==> src/rtl/fp_div_pkg.sv <==
// Shared definitions for the sequential double-precision divider.
// States, IEEE-754 constants and flag bit positions.
package fp_div_pkg;

  localparam int BIAS    = 1023;
  localparam int EXP_MAX = 2047;

  localparam logic [63:0] QNAN = 64'h7FF8000000000000;

  // Width of the remainder/divisor datapath: 1 guard + 1 hidden + 52
  localparam int RW = 54;

  // Flag vector positions: {invalid, div_by_zero, overflow, underflow, denorm_in}
  localparam int F_INV = 4;
  localparam int F_DBZ = 3;
  localparam int F_OVF = 2;
  localparam int F_UNF = 1;
  localparam int F_DEN = 0;

  typedef enum logic [1:0] {
    IDLE = 2'd0,
    DIV  = 2'd1,
    NORM = 2'd2,
    DONE = 2'd3
  } state_t;

  function automatic logic [63:0] fp_inf(input logic s);
    return {s, 11'h7FF, 52'h0};
  endfunction

  function automatic logic [63:0] fp_zero(input logic s);
    return {s, 63'h0};
  endfunction

endpackage

==> src/rtl/div_classify.sv <==
// Operand classification for division: flushes denormals to zero
// and resolves NaN/Inf/zero cases to a fixed result and flags.
module div_classify
  import fp_div_pkg::*;
(
  input  logic [63:0] a_i,
  input  logic [63:0] b_i,
  output logic        special_o,
  output logic [63:0] res_o,
  output logic        inv_o,
  output logic        dbz_o,
  output logic        den_o
);

  logic       s;
  logic       a_den, b_den;
  logic       a_zero, b_zero;
  logic       a_inf, b_inf;
  logic       a_nan, b_nan;

  // Field decode; a zero exponent is zero once denormals are flushed
  always_comb begin
    s      = a_i[63] ^ b_i[63];
    a_den  = (a_i[62:52] == 11'h0) && (a_i[51:0] != 52'h0);
    b_den  = (b_i[62:52] == 11'h0) && (b_i[51:0] != 52'h0);
    a_zero = (a_i[62:52] == 11'h0);
    b_zero = (b_i[62:52] == 11'h0);
    a_inf  = (a_i[62:52] == 11'h7FF) && (a_i[51:0] == 52'h0);
    b_inf  = (b_i[62:52] == 11'h7FF) && (b_i[51:0] == 52'h0);
    a_nan  = (a_i[62:52] == 11'h7FF) && (a_i[51:0] != 52'h0);
    b_nan  = (b_i[62:52] == 11'h7FF) && (b_i[51:0] != 52'h0);
  end

  // Priority-ordered special-case resolution
  always_comb begin
    special_o = 1'b1;
    res_o     = 64'h0;
    inv_o     = 1'b0;
    dbz_o     = 1'b0;
    den_o     = a_den | b_den;
    if (a_nan || b_nan || (a_zero && b_zero) ||
        (a_inf && b_inf)) begin
      res_o = QNAN;
      inv_o = 1'b1;
    end else if (b_zero && !a_inf) begin
      res_o = fp_inf(s);
      dbz_o = 1'b1;
    end else if (a_inf) begin
      res_o = fp_inf(s);
    end else if (b_inf || a_zero) begin
      res_o = fp_zero(s);
    end else begin
      special_o = 1'b0;
    end
  end

endmodule

==> src/rtl/div_step.sv <==
// One restoring division step: compare, conditionally subtract,
// then shift the partial remainder left by one.
module div_step #(
  parameter int W = 54
) (
  input  logic [W-1:0] r_i,
  input  logic [W-1:0] d_i,
  output logic         q_o,
  output logic [W-1:0] r_o
);

  logic [W-1:0] diff;
  logic [W-1:0] sel;

  // Remainder stays below 2*D, so the shifted top bit is always zero
  always_comb begin
    diff = r_i - d_i;
    q_o  = (r_i >= d_i);
    sel  = q_o ? diff : r_i;
    r_o  = sel << 1;
  end

endmodule

==> src/rtl/fp_div_seq.sv <==
// Sequential IEEE-754 double divider, one quotient bit per cycle.
// Truncating, flush-to-zero, single operation in flight.
module fp_div_seq
  import fp_div_pkg::*;
#(
  parameter int QBITS = 54
) (
  input  logic        clk,
  input  logic        rst,
  input  logic        in_valid,
  output logic        in_ready,
  input  logic [63:0] a,
  input  logic [63:0] b,
  output logic        out_valid,
  input  logic        out_ready,
  output logic [63:0] res,
  output logic [4:0]  flags
);

  localparam logic [5:0] LAST = 6'(QBITS - 1);
  localparam logic signed [12:0] EBIAS = 13'(BIAS);
  localparam logic signed [12:0] EMAX  = 13'(EXP_MAX);

  state_t             state_q;
  logic [5:0]         cnt_q;
  logic [RW-1:0]      r_q;
  logic [RW-1:0]      d_q;
  logic [QBITS-1:0]   q_q;
  logic signed [12:0] ediff_q;
  logic               sign_q;
  logic               special_q;
  logic [63:0]        sp_res_q;
  logic               inv_q, dbz_q, den_q;
  logic [63:0]        res_q;
  logic [4:0]         flags_q;
  logic               out_valid_q;
  logic               in_ready_q;

  logic               accept;
  logic               step_q;
  logic [RW-1:0]      r_d;
  logic [QBITS-1:0]   q_d;
  logic signed [12:0] ediff_d;

  logic               cls_special;
  logic [63:0]        cls_res;
  logic               cls_inv, cls_dbz, cls_den;

  logic signed [12:0] e_n;
  logic [51:0]        frac_n;
  logic [63:0]        norm_res;
  logic               ovf_n, unf_n;
  logic [4:0]         flags_d;

  div_classify u_cls (
    .a_i       (a),
    .b_i       (b),
    .special_o (cls_special),
    .res_o     (cls_res),
    .inv_o     (cls_inv),
    .dbz_o     (cls_dbz),
    .den_o     (cls_den)
  );

  div_step #(.W(RW)) u_step (
    .r_i (r_q),
    .d_i (d_q),
    .q_o (step_q),
    .r_o (r_d)
  );

  // Accept qualifier, quotient shift-in and biased exponent difference
  always_comb begin
    accept  = in_valid && in_ready_q;
    q_d     = {q_q[QBITS-2:0], step_q};
    ediff_d = $signed({2'b00, a[62:52]})
            - $signed({2'b00, b[62:52]}) + EBIAS;
  end

  // Normalize the raw quotient and clamp the exponent range
  always_comb begin
    e_n      = q_q[QBITS-1] ? ediff_q : ediff_q - 13'sd1;
    frac_n   = q_q[QBITS-1] ? q_q[QBITS-2 -: 52]
                            : q_q[QBITS-3 -: 52];
    ovf_n    = 1'b0;
    unf_n    = 1'b0;
    norm_res = {sign_q, e_n[10:0], frac_n};
    if (e_n >= EMAX) begin
      norm_res = fp_inf(sign_q);
      ovf_n    = 1'b1;
    end else if (e_n <= 13'sd0) begin
      norm_res = fp_zero(sign_q);
      unf_n    = 1'b1;
    end
  end

  // Final flag vector; range flags only apply to computed quotients
  always_comb begin
    flags_d        = 5'h0;
    flags_d[F_INV] = inv_q;
    flags_d[F_DBZ] = dbz_q;
    flags_d[F_OVF] = ovf_n && !special_q;
    flags_d[F_UNF] = unf_n && !special_q;
    flags_d[F_DEN] = den_q;
  end

  // Control FSM with datapath registers and registered outputs
  always_ff @(posedge clk or posedge rst) begin
    if (rst) begin
      state_q     <= IDLE;
      cnt_q       <= 6'd0;
      r_q         <= '0;
      d_q         <= '0;
      q_q         <= '0;
      ediff_q     <= '0;
      sign_q      <= 1'b0;
      special_q   <= 1'b0;
      sp_res_q    <= 64'h0;
      inv_q       <= 1'b0;
      dbz_q       <= 1'b0;
      den_q       <= 1'b0;
      res_q       <= 64'h0;
      flags_q     <= 5'h0;
      out_valid_q <= 1'b0;
      in_ready_q  <= 1'b1;
    end else begin
      unique case (state_q)
        IDLE: begin
          if (accept) begin
            in_ready_q <= 1'b0;
            sign_q     <= a[63] ^ b[63];
            ediff_q    <= ediff_d;
            r_q        <= {2'b01, a[51:0]};
            d_q        <= {2'b01, b[51:0]};
            q_q        <= '0;
            cnt_q      <= 6'd0;
            special_q  <= cls_special;
            sp_res_q   <= cls_res;
            inv_q      <= cls_inv;
            dbz_q      <= cls_dbz;
            den_q      <= cls_den;
            state_q    <= cls_special ? NORM : DIV;
          end
        end
        DIV: begin
          r_q   <= r_d;
          q_q   <= q_d;
          cnt_q <= cnt_q + 6'd1;
          if (cnt_q == LAST) begin
            state_q <= NORM;
          end
        end
        NORM: begin
          res_q       <= special_q ? sp_res_q : norm_res;
          flags_q     <= flags_d;
          out_valid_q <= 1'b1;
          state_q     <= DONE;
        end
        DONE: begin
          if (out_valid_q && out_ready) begin
            out_valid_q <= 1'b0;
            in_ready_q  <= 1'b1;
            state_q     <= IDLE;
          end
        end
        default: state_q <= IDLE;
      endcase
    end
  end

  assign in_ready  = in_ready_q;
  assign out_valid = out_valid_q;
  assign res       = res_q;
  assign flags     = flags_q;

endmodule
==> config.mk <==
export PLATFORM = sky130hd
export DESIGN_NAME = fp_div_seq
export DESIGN_NICKNAME = d
export VERILOG_FILES = /design/src/rtl/fp_div_pkg.sv /design/src/rtl/div_classify.sv /design/src/rtl/div_step.sv /design/src/rtl/fp_div_seq.sv
export SDC_FILE = /design/constraint.sdc
export NUM_CORES = 1
export LEC_CHECK = 0
export ABC_AREA = 1
export ABC_CLOCK_PERIOD_IN_PS = 8700
export BUFFER_PORTS_ARGS = -buffer_cell sky130_fd_sc_hd__buf_4
export CAP_MARGIN = 20
export CORE_MARGIN = 3
export CORE_UTILIZATION = 55
export DETAILED_ROUTE_END_ITERATION = 7
export PLACE_DENSITY = 0.73
export SYNTH_ARGS = -nofsm -noshare
export SYNTH_HDL_FRONTEND = slang
export SYNTH_SLANG_ARGS = --single-unit
==> constraint.sdc <==
create_clock -name clk -period 8.7 [get_ports clk]
set_clock_uncertainty 0.05 [all_clocks]
set_input_delay 0.435 -clock clk [delete_from_list [all_inputs] [get_ports clk]]
set_output_delay 0.435 -clock clk [all_outputs]
set_load 0.005 [all_outputs]
==> results of run 1 <==
-- cell usage after synthesis (5+ instances only) --
library cell	instances	area share [%]
sky130_fd_sc_hd__o21bai_1	5	0.20
sky130_fd_sc_hd__nand2_1	828	17
sky130_fd_sc_hd__o22ai_1	55	1.9
sky130_fd_sc_hd__buf_1	6	0.12
sky130_fd_sc_hd__nor2_1	259	5.3
sky130_fd_sc_hd__nand4_1	96	3.3
sky130_fd_sc_hd__o21ai_1	49	1.3
sky130_fd_sc_hd__inv_2	21	0.43
sky130_fd_sc_hd__ha_1	73	5.0
sky130_fd_sc_hd__xnor2_1	17	0.81
sky130_fd_sc_hd__a21oi_1	196	5.3
sky130_fd_sc_hd__clkinv_1	5	0.10
sky130_fd_sc_hd__dfrtp_1	259	35
sky130_fd_sc_hd__clkbuf_1	74	1.5
sky130_fd_sc_hd__inv_1	518	11
sky130_fd_sc_hd__o21ai_0	111	3.0
sky130_fd_sc_hd__nand3_1	160	4.4
sky130_fd_sc_hd__xor2_1	19	0.91
sky130_fd_sc_hd__nand3b_1	6	0.25
sky130_fd_sc_hd__nor3_1	31	0.84
sky130_fd_sc_hd__buf_2	13	0.35
-- registers in the layout, indices dropped and copies added (netlist names), 2 cells and up --
| name | flops |
|---|---|
| ediff_q | 13 |
| d_q | 53 |
| q_q | 54 |
| cnt_q | 6 |
| r_q | 54 |
| flags | 5 |
| res | 64 |
| sp_res_q | 3 |
| state_q | 2 |
-- cell families after synthesis --
family                     share of synthesized area (%)
and+or+nand+nor                                     31.9
adders and majority gates                           5.19
xor gates and xnor gates                            1.80
DFF                                                 35.4
buffers and inverters                               13.4
AOI/OAI and AO/OA                                   12.3
-- metrics by stage --
step | hold WS [ps] | area (µm²) | utilization (%)
floorplan | 376 | 18400 | -
detailed placement | 400 | 20100 | 61.5
CTS | 4.80 | 21100 | 64.7
global placement | 394 | 20100 | 61.5
finish | 22.9 | 21300 | 65.1
global route | 18.5 | 21300 | 65.1
-- routing by layer --
| layer | track usage (%) | vias up | share of wire, % |
|---|---|---|---|
| li1 | - | 9256 | - |
| met1 | 42.5 | 8591 | 45 |
| met2 | 51.7 | 627 | 47 |
| met3 | 3.42 | 76 | 6.4 |
| met4 | 7.02 | 0 | 2.0 |
| met5 | 0 | - | 0 |
-- layout make-up --
class	count	share of cell area, %
clock buffer	42	4.01
tap	442	2.60
sequential	260	30.6
inverter	544	9.63
multi-input combinational	1945	44.3
clock inverter	9	0.699
timing repair buffer	219	8.23
-- worst paths after layout --
check                      cells past startpoint  endpoint       start  slack, ps
max reg2reg                                   12  cnt_q[4]  state_q[1]       4490
max in group asynchronous                      4   r_q[40]         rst       6710
min                                            3   d_q[14]       b[14]         20
min in group asynchronous                      3   res[13]         rst        490
max                                           12  cnt_q[4]  state_q[1]       4490
min reg2reg                                    2   d_q[52]     d_q[52]        420
-- power by group through the flow --
stage                     Sequential [W]  Clock [W]  Combinational, W
after floorplan                  0.00127          0          0.000196
after global placement           0.00127          0          0.000304
after detailed placement         0.00127          0          0.000310
after CTS                        0.00125    0.00129          0.000314
after global routing             0.00125    0.00133          0.000357
final                            0.00125    0.00127          0.000317
-- worst max-delay path, delay by kind of cell, from the launching register on --
family	cells	cell delay, ps
buffers and inverters	6	1980
adders and majority gates	1	600
AOI/OAI and AO/OA	3	580
and+or+nand+nor	2	470
DFF	1	410
==> impl_summary.md, run 1 <==
STA
The final cycle utilization of the critical path is 48.4%. Setup violations remaining at the end of the flow were counted as 0. In the post-route analysis, the smallest setup slack over all paths is 4490 ps. The count of pins over their slew limit came to 0. Adding up every negative setup slack in the final design gives 0 ps. Setup repair after global routing left no endpoint under its margin. The slew at the pin closest to its max-slew limit is ~1100 ps. Static timing analysis puts the maximum clock frequency at between 200 and 250 MHz. The number of hold violations in the final report is 0. The worst pin sits at a relative slew slack of 28.6%. The smallest clock period supported by the final layout is computed as 4210 ps.

Power
The leakage power figure is 11.8 nW. The power consumption is approximately 0.0028 W. Net switching is 25.5% of the power.

The portion of total power attributed to the clock network is 44.9%. The combinational cell fraction of total power is 11.2%. The internal power contribution is 0.00211 W. Sequential cells account for 44.0% of the total power.

In this run the power density over the cells is 133 mW/mm². IR analysis of the VDD net gives a maximum drop of about 130 µV. For this design the total switching power over the nets is a little over 0.0007 W.

Detailed routing
The routed length per placed instance is 15.9 µm. The residual antenna-violating net count after detailed routing is 0. For this run, the detailed router's first-pass iteration total came to 8. The detailed router finished its first iteration with 1552 violations.

The sum of routed wire length over all layers is 55100 µm. The total via count after detailed routing is 18600. After detailed routing, the number of vias per cell comes to 5.36.

The number of remaining DRC errors is 0.

Place
The weighted congestion at the end of routability-driven global placement is 0.948. The placed wire-length estimate after detailed placement is 41900 µm. Port buffering added 202 buffers.

The pre-CTS setup slack is 3530 ps. The post-placement cell count is 3402.

Synthesis
Yosys mapped a number of flops with a built-in enable equal to 0. Yosys mapped the design onto 44 distinct sky130hd cell types. The total number of yosys warnings is 0. The most used flip-flop cell after synthesis is sky130_fd_sc_hd__dfrtp_1. The summed instance area of the synthesized netlist is 0.0184 mm². The mean instance size in the synthesized netlist is 6.45 µm². The async set or reset register ratio after synthesis is 100%.

The post-synthesis net count is 3056. The post-synthesis sequential element count is 260. The portion of the post-synthesis area used by sequential elements is between 30% and 40%. Synthesis produced a netlist whose cell count is roughly 2800.

Run
Across the run, the number of max-cap violations was 0.

Global routing
The number of antenna violations at the first check in global routing came to 0. After global routing the overflow that remains totals 0. The maximum number of pins on one net before global-route repair is 132. The total track usage is a little under a third. The number of global-route vias before repair is ~18000. The first-pass GRT wire length is 89700 µm.

CTS
The post-CTS clock slew at the launch and capture registers of the worst setup and hold paths is about 70 ps. The number of buffers added to fix hold violations after cts is 3. TritonCTS built the clock tree. The clock buffer count from CTS is 28. CTS built an H-tree with a depth of 1. In this run, post-CTS repair resized a total of 0 instances. The clock sink total is 260. Once the clock tree was built, the setup fixing pass inserted 0 buffers. The worst-skew pair later-pin latency is 580 ps.

No sink is reached through more buffers than the 3 on the longest clock path. The buffer type at the clock tree root is sky130_fd_sc_hd__clkbuf_16.

Final layout
The filler cell count in the final layout is 3045. The area occupied by multi-input gates is 0.00942 mm². The area growth from synthesis to layout is 15.9%.

The sequential cell area is 0.00651 mm². The leading cell type in the layout, fill and taps excluded is sky130_fd_sc_hd__nand2_1. The final layout contains 3205 nets.

The number of antenna diodes in the final layout is 0. In the layout the commonest cells are sky130_fd_sc_hd__nand2_1 (828), sky130_fd_sc_hd__inv_1 (517), sky130_fd_sc_hd__nor2_1 (259). The count of placed standard cells in the final layout, fillers left out is between 3000 and 4000.

The share of post-route cells with drive strength above 1 is 10.2%.

Critical path
The worst setup path is of the flop to flop kind. The signal on the critical path passes through inv_1 -> ha_2 -> buf_16 -> inv_2 -> a21oi_4 -> buf_4 -> buf_16 -> inv_2 -> nor3_1 -> a21o_1 -> nand2_1 -> a31oi_1. STA classifies the critical path startpoint as a flop. For the worst setup path, the data required time is 9150 ps.

Of all nets on the critical path, the largest fanout is 83. Among all stages on the critical path, the largest delay is contributed by sky130_fd_sc_hd__ha_2. The arrival time reported for the critical path endpoint is about 4700 ps. The worst setup path is captured at a flop. On the worst path, the slowest cell contributes a delay of 600 ps.

Floorplan
During I/O placement, the number of pins put on the boundary was 203. The total core area is 0.0327 mm². In this run the horizontal extent of the chip is 189 µm. The vertical die dimension is between 150 and 200 µm.

The cell row count is 66. The die covers 0.0356 mm². The initial standard-cell utilization of the core is 56.2%.

Outcome
The flow ran to the end, and the final reports show no timing, DRC or antenna violations.

Hold path
The min-delay analysis places its worst path in the category input port to flop.
No activity file was read; power rests on OpenSTA's default activity.
==> inputs of run 2 (changes only) <==
Settings changed: ABC_CLOCK_PERIOD_IN_PS 8700 to 3620, CORE_UTILIZATION 55 to 54, PLACE_DENSITY 0.73 to 0.74.
Clock period 8.7 ns to 3.62 ns, I/O delays scaled along.
==> run 2 against run 1 <==
Net effect:
- hold slack gained 9.0 ps
- cell count up 3.2%
- register-to-register slack got worse by 4100 ps
- highest routed layer unchanged
- non-clock buffer count rose by 111
- largest cell class unchanged
- die area is 1.8% higher
- sequential cell count unchanged
- wire length rose by 8.3%
- critical path depth shrank 1
- clock-buffer cell count fell by 6
- clock power increased by 130%
- sequential share of layout area shrank 1.3 points
==> impl_summary.md, run 2 (same netlist as run 1, synthesis figures left out) <==
Critical path
The number of cells on the worst reg-to-reg path was 11 (-1). The internal reg-to-reg setup slack came to 400 ps (-4090 ps). The type of element capturing the critical path is a flop. The worst register-to-register path ends at res[38].

The critical path buffer and inverter count came to 1 (-5). Grouping stages by cell kind, the critical path spends the most delay in simple AND/OR/NAND/NOR gates. Walking the worst path, the cells encountered are inv_2 -> nand3_1 -> nor2_2 -> nand4_1 -> o21ai_0 -> nand2_1 -> nand3_1 -> nand2_1 -> nand2_1 -> nand2_1 -> o21ai_0. The critical path start-end classification is flop to flop. The required time at the endpoint of the critical path is 4030 ps (-5120 ps).

For this design, the slowest cell found on the critical path is sky130_fd_sc_hd__nand2_1. STA classifies the critical path startpoint as a flop. The maximum fanout along the worst path came to 16 (-81%). The startpoint of the most critical register-to-register path is q_q[53]. Counting stages on the worst path, the most repeated cell is sky130_fd_sc_hd__nand2_1. The peak per-stage delay on the critical path is 500 ps (-100 ps). The arrival time reported for the critical path endpoint is 3630 ps (-1030 ps).

Final layout
The share of post-route cells with drive strength above 1 was 10.0% (-0.20 points). The leading cell type in the layout, fill and taps excluded is sky130_fd_sc_hd__nand2_1. Leaving out fill and tap cells, the most frequent cells in the layout are sky130_fd_sc_hd__nand2_1 (828), sky130_fd_sc_hd__inv_1 (517), sky130_fd_sc_hd__nor2_1 (259).

The number of flip-flops in the largest register came to 64 (unchanged). The layout net count came to 3317 (+3.5%). The number of antenna diodes is 0 (unchanged). The synthesis-to-finish area growth is 21.0%.

Power
The power consumption came to 0.00675 W (+140%). The power density over cell area was 304 mW/mm² (+130%). The highest ir drop seen on vdd came to 372 µV (+180%).

The leakage power figure was 12.1 nW (+3.3%).

STA
The slew at the pin closest to its max-slew limit is 931 ps (-139 ps). The final critical-path required period was 3220 ps (-988 ps). The number of hold violations in the final report came to 0 (unchanged). The worst slew slack as a fraction of its limit is 37.9% (+9.3 points).

The total setup violations reported at the end of the flow is 0 (unchanged). The count of pins over their slew limit is 0 (unchanged). Setup repair after global routing left no endpoint under its margin. The setup TNS is 0 ps (unchanged). The maximum operating frequency was 310 MHz (+31%).

The final cycle utilization of the critical path is 89.0% (+41 points). The worst hold slack across all endpoints is 31.9 ps (+9.02 ps).

Hold path
The worst hold path terminates at den_q. The startpoint identified for the worst hold timing path is a[55]. The path class of the tightest hold or removal check is input port to flop. The number of cells on the worst hold path is 4 (+1).

CTS
The number of gates resized after cts was 0 (unchanged). The number of buffers inserted by post-CTS setup repair is 0 (unchanged). The post-CTS clock slew at the launch and capture registers of the worst setup and hold paths was 60 ps (about the same). The clock buffer count from CTS is 29 (+3.6%). The tree is rooted in a sky130_fd_sc_hd__clkbuf_16. The worst-skew pair later-pin latency was 590 ps (about the same).

The clock sink total is 260 (unchanged). The maximum number of buffers from clock root to sink is 3 (unchanged). The CTS tree is yes.

The total number of H-tree levels is 1 (unchanged). The number of buffers added to fix hold violations after cts was 109 (+106).

Detailed routing
The total via count after detailed routing was 19300 (+4.1%). The number of remaining DRC errors came to 0 (unchanged). The routed length per placed instance is 16.7 µm (+4.9%). The violation count after the first detailed-route iteration is 1832 (+18%). The detailed-routing iteration count for the pre-antenna-repair pass is 8 (unchanged).

The residual antenna-violating net count after detailed routing came to 0 (unchanged). The sum of routed wire length over all layers is 59700 µm (+8.3%). The via density per instance was 5.41 (+0.85%).

Global routing
The total track usage came to 32.5% (+1.9 points). The residual overflow from global routing is 0 (unchanged). The number of global-route vias before repair came to 18200 (+3.4%). The first-pass GRT wire length came to 95100 µm (+6.1%). The number of antenna violations at the first check in global routing is 0 (unchanged). The maximum number of pins on one net before global-route repair is 131 (-0.76%).

Run
The max-cap check violation count is 0 (unchanged).

Outcome
The flow ran to the end, and the final reports show no timing, DRC or antenna violations.

Floorplan
The cell row count came to 66 (unchanged). The vertical die dimension is 190 µm (+0.89%). The boundary pin count is 203 (unchanged).

The total core area came to 0.0330 mm² (+1.0%). The width of the die is 190 µm (+0.89%). The die outline area is 0.0363 mm² (+1.8%). The initial standard-cell utilization of the core came to 55.6% (-0.56 points).

Place
The count of port buffers added during placement was 202 (unchanged). The placed wire-length estimate after detailed placement is 43500 µm (+3.9%). The weighted congestion at the end of routability-driven global placement came to 1.00 (+5.9%).
-- run 2: cell count changes in the layout (fill, tap and decap cells not counted), moves of 2 or more --
cell	change
sky130_fd_sc_hd__clkinvlp_4	+4
sky130_fd_sc_hd__buf_12	+3
sky130_fd_sc_hd__buf_16	-5
sky130_fd_sc_hd__clkinv_2	+4
sky130_fd_sc_hd__buf_4	+7
sky130_fd_sc_hd__clkbuf_8	-7
sky130_fd_sc_hd__dlygate4sd3_1	+106
sky130_fd_sc_hd__bufinv_16	-2
-- run 2: worst min-delay path: stages --
cell	delay, ps
sky130_fd_sc_hd__buf_4	100
sky130_fd_sc_hd__nor3_1	50
sky130_fd_sc_hd__nand4_1	130
sky130_fd_sc_hd__o311ai_0	140
-- run 2: how the worst max path moves through the flow --
stage               cells after the start  endpoint        from
floorplan                               1  cnt_q[0]         rst
global placement                       12   res[44]  ediff_q[0]
detailed placement                     11   res[38]     q_q[53]
CTS                                    11   res[38]     q_q[53]
global route                           12   res[38]  ediff_q[1]
finish                                 11   res[38]     q_q[53]
-- run 2: through the flow --
step                      util (%)  cell area [µm²]  std cells  worst slack [ps]
final                         67.3            22200       3572               399
after global routing          67.3            22200       3572               132
after CTS                     67.3            22200       3572               449
after detailed placement      61.2            20200       3412               437
after global placement        61.2            20200       3412               613
after floorplan                  -            18400       2849             -37.8
-- run 2: routing by layer --
| metal | up-vias | routed length, µm | track usage [%] |
|---|---|---|---|
| met3 | 87 | 4750 | 4.78 |
| met5 | - | 0 | 0 |
| met4 | 0 | 1460 | 8.78 |
| met1 | 8973 | 26800 | 46.6 |
| met2 | 769 | 26600 | 51.8 |
| li1 | 9479 | - | - |
-- run 2: power by group --
| group | total (W) | internal [W] | switching [W] |
|---|---|---|---|
| Clock | 0.00289 | 0.00161 | 0.00128 |
| Combinational | 0.000867 | 0.000350 | 0.000516 |
| Sequential | 0.00300 | 0.00296 | 0.0000317 |
| Total | 0.00675 | 0.00492 | 0.00183 |
-- run 2: cell type report --
cell class | instances | area (µm²)
well taps | 442 | 553
repair buffers | 330 | 2790
clock inverters | 15 | 130
inverters | 544 | 2050
fillers | 2946 | 10800
clock buffers | 36 | 782
multi-input cells | 1945 | 9420
flip-flops and latches | 260 | 6510
